==> config.mk <==
export PLATFORM = sky130hd
export DESIGN_NAME = serial_add_ctrl
export DESIGN_NICKNAME = d
export VERILOG_FILES = /design/src/rtl/serial_add_pkg.sv /design/src/rtl/serial_add_cell.sv /design/src/rtl/serial_add_ctrl.sv
export SDC_FILE = /design/constraint.sdc
export NUM_CORES = 1
export LEC_CHECK = 0
export BUFFER_PORTS_ARGS = -buffer_cell sky130_fd_sc_hd__buf_2
export CORE_MARGIN = 4
export CORE_UTILIZATION = 56
export DETAILED_ROUTE_END_ITERATION = 16
export PLACE_DENSITY = 0.82
export SLEW_MARGIN = 5
export SYNTH_ARGS = -nofsm -noshare
export SYNTH_HDL_FRONTEND = slang
export SYNTH_HIERARCHICAL = 1
export SYNTH_SLANG_ARGS = --single-unit
==> constraint.sdc <==
create_clock -name cp -period 3.3 [get_ports cp]
set_clock_uncertainty 0.1 [all_clocks]
set_input_delay 0.165 -clock cp [delete_from_list [all_inputs] [get_ports cp]]
set_output_delay 0.165 -clock cp [all_outputs]
set_load 0.01 [all_outputs]
==> src/rtl/serial_add_pkg.sv <==
// rtl/serial_add_pkg.sv - shared state encoding and default width for the serial adder controller
package serial_add_pkg;

    localparam int SERIAL_ADD_WIDTH = 8;

    typedef enum logic [1:0] {
        IDLE  = 2'd0,
        SHIFT = 2'd1,
        DONE  = 2'd2
    } state_t;

endpackage

==> src/rtl/serial_add_cell.sv <==
// rtl/serial_add_cell.sv - combinational 1-bit full adder used as the serial adder cell
module serial_add_cell (
    input  logic x1,
    input  logic x2,
    input  logic y,
    output logic z,
    output logic ny
);

    assign z  = x1 ^ x2 ^ y;
    assign ny = (x1 & x2) | (x1 & y) | (x2 & y);

endmodule

==> src/rtl/serial_add_ctrl.sv <==
// rtl/serial_add_ctrl.sv - LSB-first serial addition sequencer; SERIAL_ADD_CTRL_OVF_EN adds the ovf output
module serial_add_ctrl
    import serial_add_pkg::*;
#(
    parameter int WIDTH = SERIAL_ADD_WIDTH
) (
    input  logic             cp,
    input  logic             clr_n,
    input  logic             start,
    input  logic [WIDTH-1:0] a,
    input  logic [WIDTH-1:0] b,
    input  logic             cin,
    output logic             busy,
    output logic             done,
    output logic [WIDTH-1:0] sum,
    output logic             cout
`ifdef SERIAL_ADD_CTRL_OVF_EN
    ,
    output logic             ovf
`endif
);

    localparam int CNT_W = $clog2(WIDTH);

    state_t             state;
    state_t             state_nxt;
    logic [WIDTH-1:0]   a_sr;
    logic [WIDTH-1:0]   b_sr;
    logic [WIDTH-1:0]   sum_sr;
    logic               carry;
    logic [CNT_W-1:0]   cnt;
    logic               s;
    logic               ny;
    logic               last;

    assign last = (cnt == CNT_W'(WIDTH - 1));

    serial_add_cell u_cell (
        .x1 (a_sr[0]),
        .x2 (b_sr[0]),
        .y  (carry),
        .z  (s),
        .ny (ny)
    );

    always_ff @(negedge cp or negedge clr_n) begin
        if (!clr_n) begin
            state <= IDLE;
        end else begin
            state <= state_nxt;
        end
    end

    always_comb begin
        state_nxt = state;
        case (state)
            IDLE:    if (start) state_nxt = SHIFT;
            SHIFT:   if (last)  state_nxt = DONE;
            DONE:    state_nxt = IDLE;
            default: state_nxt = IDLE;
        endcase
    end

    // Carry is only written on accept and in SHIFT, so it doubles as the held cout.
    always_ff @(negedge cp or negedge clr_n) begin
        if (!clr_n) begin
            a_sr   <= '0;
            b_sr   <= '0;
            sum_sr <= '0;
            carry  <= 1'b0;
            cnt    <= '0;
        end else if (state == IDLE && start) begin
            a_sr   <= a;
            b_sr   <= b;
            sum_sr <= '0;
            carry  <= cin;
            cnt    <= '0;
        end else if (state == SHIFT) begin
            a_sr   <= a_sr >> 1;
            b_sr   <= b_sr >> 1;
            sum_sr <= {s, sum_sr[WIDTH-1:1]};
            carry  <= ny;
            cnt    <= cnt + 1'b1;
        end
    end

`ifdef SERIAL_ADD_CTRL_OVF_EN
    // On the last shift, carry holds the carry into the MSB and ny the carry out.
    always_ff @(negedge cp or negedge clr_n) begin
        if (!clr_n) begin
            ovf <= 1'b0;
        end else if (state == IDLE && start) begin
            ovf <= 1'b0;
        end else if (state == SHIFT && last) begin
            ovf <= carry ^ ny;
        end
    end
`endif

    assign busy = (state == SHIFT);
    assign done = (state == DONE);
    assign sum  = sum_sr;
    assign cout = carry;

endmodule

==> impl_metrics.json, run 1 <==
{
  "wl_met3_um": 205,
  "yosys.cell_types.count": 24,
  "nNetsFinal": 181,
  "rows": 17,
  "avgSynthCellArea_um2": 10.7,
  "rsz0062_at_grt": "false",
  "crit_start": "state[0]$_DFFE_NN0P_",
  "p_leak_nw": 0.738,
  "cts.clk_slew.worst_paths_ps": 70,
  "maxCapViolCount": 0,
  "slew_viol_final": 0,
  "crit_path_max_incr_delay_ps": 510,
  "synth_area_um2": 1350,
  "fin_util_pct": 69.6,
  "cts_resized": 0,
  "wl_met2_mm": 1.34,
  "antenna_found_initial": 0,
  "totalNegativeSetupSlack_ps": 0,
  "synth_seq_cells": 30,
  "htreeDepth": 2,
  "hpwl_mm": 1.99,
  "worstPathCellList": "buf_4 > nor2b_1 > buf_2",
  "cp-end-kind": "output port",
  "synth.yosys.warnings": 6,
  "cp.required_ps": 3030,
  "critical-path-top-delay-family": "flip-flops",
  "path_class": "reg -> out",
  "ir_drop_mv": 0.709,
  "place_area_um2": 1520,
  "grt_pass1_wl_mm": 5.00,
  "pre_cts_slack_ps": 439,
  "drtIter0Drc": 37,
  "setup_slack_ps": 128,
  "powerDensity_nw_per_um2": 920,
  "crit_buf_inv": 2,
  "grt_usage_pct": 20.3,
  "syn2layout_area_growth_pct": 16.0,
  "path_max_fanout": 16,
  "met1_length_mm": 1.33,
  "core-area_um2": 2250,
  "grt_pass1_vias": 1025,
  "start_kind": "register",
  "die_area_um2": 3270,
  "layout-drive-gt1-share_pct": 27.8,
  "nFillCells": 188,
  "arrival_ps": 2910,
  "avgRoutedWirePerCell_um": 15.7,
  "setup_viol": 0,
  "clock-root-buffer": "clkbuf_4",
  "die_h_um": 57.2,
  "cts.sinks": 30,
  "netlist_instances": 127,
  "cts_buffers": 5,
  "stdcell_area_um2": 1570,
  "insertion_delay_ps": 320,
  "holdCritPathClass": "reg -> reg",
  "tightest_slew_ps": 650,
  "chipWidth_um": 57.2,
  "clk_path_buf_depth": 2,
  "place.gp.congestion": 0.751,
  "worst_hold_slack_ps": 348,
  "synthesis.nets": 150,
  "status": "finished clean",
  "worstHoldStart": "cnt[0]$_DFFE_NN0P_",
  "port_buffers": 30,
  "viasPerCell": 5.78,
  "ctsHoldBuffers": 0,
  "relSlewSlack_pct": 56.7,
  "diodes": 0,
  "drc": 0,
  "routed_wl_mm": 2.92,
  "ys_seq_area_share_pct": 55.5,
  "grt_remaining_overflow": 0,
  "r2r-start": "state[0]$_DFFE_NN0P_",
  "tritoncts": "yes",
  "critPathSlowestCell": "dfrtn_1",
  "ant_nets": 0,
  "grt_max_degree": 34,
  "start_util_pct": 60.0,
  "vias": 1076,
  "first_pass_iters": 4,
  "hold_viol_final": 0,
  "post-cts-setup-buffer-count": 0,
  "top_layer": "met4",
  "num_io_pins": 31
}
report_power, final:
part           internal, mW  switching, mW  total, mW
sequential            0.547          0.116      0.663
clock                0.0764          0.126      0.202
combinational         0.280          0.300      0.580
worst paths after layout:
kind	end	slack, ps	depth (start not counted)
worst max-delay path	done	130	3
worst min-delay path	cnt[0]$_DFFE_NN0P_	350	1
worst max register to register	a_sr[2]$_DFFE_NN0P_	1730	4
worst min register to register	cnt[0]$_DFFE_NN0P_	350	1
max in group asynchronous	a_sr[6]$_DFFE_NN0P_	1350	1
min in group asynchronous	b_sr[3]$_DFFE_NN0P_	1300	1
metrics by stage:
stage,power [mW],instances
2_1_floorplan,1.06,127
3_3_place_gp,1.21,179
3_5_place_dp,1.25,179
4_1_cts,1.45,186
5_1_grt,1.57,186
6_report,1.45,186
layout make-up:
| cell class | count | area (um^2) | share of cell area (%) |
|---|---|---|---|
| clock buffers | 5 | 37.5 | 2.39 |
| clock inverters | 2 | 10.0 | 0.637 |
| inverters | 1 | 3.75 | 0.239 |
| multi-input cells | 86 | 553 | 35.2 |
| flip-flops and latches | 30 | 751 | 47.8 |
| well taps | 28 | 35.0 | 2.23 |
| repair buffers | 34 | 180 | 11.5 |
logic make-up after synthesis:
logic type                 synth area share [%]
buffers and inverters                      3.70
DFF                                        55.5
adders and majority gates                  3.33
AOI/OAI and AO/OA                          11.6
and+or+nand+nor                            25.9
per-layer routing:
metal,GRT usage (%),vias to the layer above
li1,-,517
met1,27.7,522
met2,28.7,32
met3,8.60,5
met4,7.95,0
met5,0,-
Yosys cell counts:
master / instances / area [um^2]
a21oi_1: 1 / 5.00
a22o_1: 10 / 87.6
a32o_1: 2 / 20.0
and2_1: 1 / 6.26
buf_1: 1 / 3.75
buf_2: 4 / 20.0
buf_4: 1 / 7.51
clkbuf_1: 4 / 15.0
dfrtn_1: 30 / 751
fa_1: 1 / 20.0
ha_1: 2 / 25.0
inv_1: 1 / 3.75
nand2_1: 1 / 3.75
nand2b_1: 2 / 12.5
nor2_1: 13 / 48.8
nor2b_1: 4 / 25.0
nor3_1: 28 / 140
nor3b_1: 12 / 90.1
nor4b_1: 2 / 17.5
o21ai_0: 1 / 5.00
o21ba_2: 1 / 10.0
o21bai_2: 1 / 11.3
o22ai_1: 3 / 18.8
or2_2: 1 / 6.26
flip-flops by register name (all words and copies together), names as in the netlist:
register  cells
state         2
b_sr          8
cnt           3
sum           8
a_sr          8
cout          1
layout by cell type (no fill, tap or decap), drive strengths merged:
master / Yosys / routed
nor2: 13 / 13
nor3b: 12 / 12
o21ai: 1 / 1
inv: 1 / 1
o22ai: 3 / 3
o21bai: 1 / 1
nor4b: 2 / 2
a22o: 10 / 10
o21ba: 1 / 1
nor2b: 4 / 4
nand2b: 2 / 2
buf: 6 / 34
a32o: 2 / 2
dfrtn: 30 / 30
and2: 1 / 1
fa: 1 / 1
or2: 1 / 1
nor3: 28 / 28
clkbuf: 4 / 5
a21oi: 1 / 1
nand2: 1 / 1
ha: 2 / 2
clkinv: 0 / 2
No activity file was read; power rests on OpenSTA's default activity.
==> inputs of run 2 (changes only) <==
CORE_MARGIN = 1   (was 4)
clock period = 4 ns   (was 3.3 ns; I/O delays follow)
==> run 2 against run 1 <==
  * Die area down 20%
  * Worst setup slack better by 200 ps
  * Utilization shrank 0.78 points
  * Power is 20% lower
  * Cell count down 1.1%
  * Clock power shrank 20%
  * Flip-flop and latch count is the same
  * Non-clock buffer count fell by 2
  * Register-to-register slack gained 700 ps
  * Global-route usage rose by 3.9 points
  * Sequential power down 19%
  * Critical path type unchanged
  * Critical path depth stayed put
==> impl_metrics.json, run 2 (synthesized netlist as in run 1, its figures left out) <==
{
  "num_io_pins": 31,
  "viasPerCell": 5.77,
  "post-place-cells": 177,
  "die_h_um": 51.2,
  "path_max_fanout": 12,
  "holdCritPathClass": "reg -> reg",
  "arrival_ps": 3370,
  "vias": 1062,
  "chipWidth_um": 51.2,
  "core-area_um2": 2250,
  "critPathSlowestCell": "dfrtn_1",
  "rows": 17,
  "grt_remaining_overflow": 0,
  "place_area_um2": 1510,
  "hold_viol_final": 0,
  "die_area_um2": 2620,
  "avgRoutedWirePerCell_um": 14.2,
  "grt_pass1_vias": 1009,
  "place.gp.congestion": 0.711,
  "grt_pass1_wl_mm": 4.48,
  "cp.required_ps": 3700,
  "tritoncts": "yes",
  "clock-root-buffer": "clkbuf_4",
  "start_kind": "register",
  "syn2layout_area_growth_pct": 14.7,
  "crit_buf_inv": 2,
  "first_pass_iters": 4,
  "totalNegativeSetupSlack_ps": 0,
  "stdcell_area_um2": 1550,
  "grt_max_degree": 35,
  "antenna_found_initial": 0,
  "cts_buffers": 5,
  "nNetsFinal": 179,
  "critical-path-top-delay-family": "buffers and inverters",
  "slew_viol_final": 0,
  "htreeDepth": 2,
  "clk_path_buf_depth": 2,
  "status": "finished clean",
  "nFillCells": 208,
  "relSlewSlack_pct": 56.6,
  "port_buffers": 30,
  "post-cts-setup-buffer-count": 0,
  "final_cells": 184,
  "mostFrequentLayoutCells": "dfrtn_1 (30), buf_2 (30), nor3_1 (28), nor2_1 (13), nor3b_1 (12)",
  "grt_usage_pct": 24.2,
  "multiInputGateArea_um2": 553,
  "maxCapViolCount": 0,
  "start_util_pct": 60.0,
  "register_area_um2": 751,
  "cts.sinks": 30,
  "rsz0062_at_grt": "false",
  "ant_nets": 0,
  "cts_resized": 0,
  "cts.clk_slew.worst_paths_ps": 60,
  "worstPathCellList": "nand2b_1 > inv_1 > buf_2",
  "worst_hold_slack_ps": 343,
  "setup_viol": 0,
  "tightest_slew_ps": 650,
  "drtIter0Drc": 13,
  "setup_slack_ps": 328,
  "powerDensity_nw_per_um2": 748,
  "pre_cts_slack_ps": 680,
  "layout-drive-gt1-share_pct": 25.6,
  "ctsHoldBuffers": 0,
  "crit_path_max_incr_delay_ps": 430,
  "path_class": "reg -> out",
  "cp-end-kind": "output port",
  "ir_drop_mv": 0.444,
  "p_leak_nw": 0.723,
  "insertion_delay_ps": 310,
  "diodes": 0,
  "hpwl_mm": 1.72,
  "drc": 0,
  "routed_wl_mm": 2.62
}
[run 2: layout make-up]
cell class                 instances  share of cell area, %
sequential                        30                   48.3
multi-input combinational         86                   35.6
timing repair buffer              32                   10.6
clock buffer                       7                   2.90
tap                               28                   2.26
inverter                           1                  0.242
[run 2: power breakdown]
part | total [mW] | internal (mW) | switching [mW]
registers | 0.540 | 0.451 | 0.0887
clock network | 0.161 | 0.0662 | 0.0945
logic | 0.461 | 0.220 | 0.241
total | 1.16 | 0.737 | 0.425
[run 2: metal layers]
metal | GRT usage (%) | vias to the layer above | wire length [um]
li1 | - | 515 | -
met1 | 31.3 | 516 | 1240
met3 | 8.93 | 2 | 126
met4 | 8.33 | 0 | 16
met5 | 0 | - | 0
met2 | 37.5 | 29 | 1230
[run 2: final timing paths]
| check | start | end | slack [ps] | depth (start not counted) |
|---|---|---|---|---|
| max in group asynchronous | clr_n | a_sr[3]$_DFFE_NN0P_ | 1650 | 1 |
| worst max register to register | state[0]$_DFFE_NN0P_ | cout$_DFFE_NN0P_ | 2430 | 4 |
| worst min register to register | cnt[0]$_DFFE_NN0P_ | cnt[0]$_DFFE_NN0P_ | 340 | 1 |
| worst min-delay path | cnt[0]$_DFFE_NN0P_ | cnt[0]$_DFFE_NN0P_ | 340 | 1 |
| min in group asynchronous | clr_n | b_sr[1]$_DFFE_NN0P_ | 1690 | 1 |
| worst max-delay path | state[0]$_DFFE_NN0P_ | busy | 330 | 3 |
[run 2: through the flow]
step                power, mW  utilization [%]
floorplan               0.876                -
global placement        0.982             66.9
detailed placement       1.01             66.9
CTS                      1.17             68.9
global route             1.26             68.9
finish                   1.16             68.9
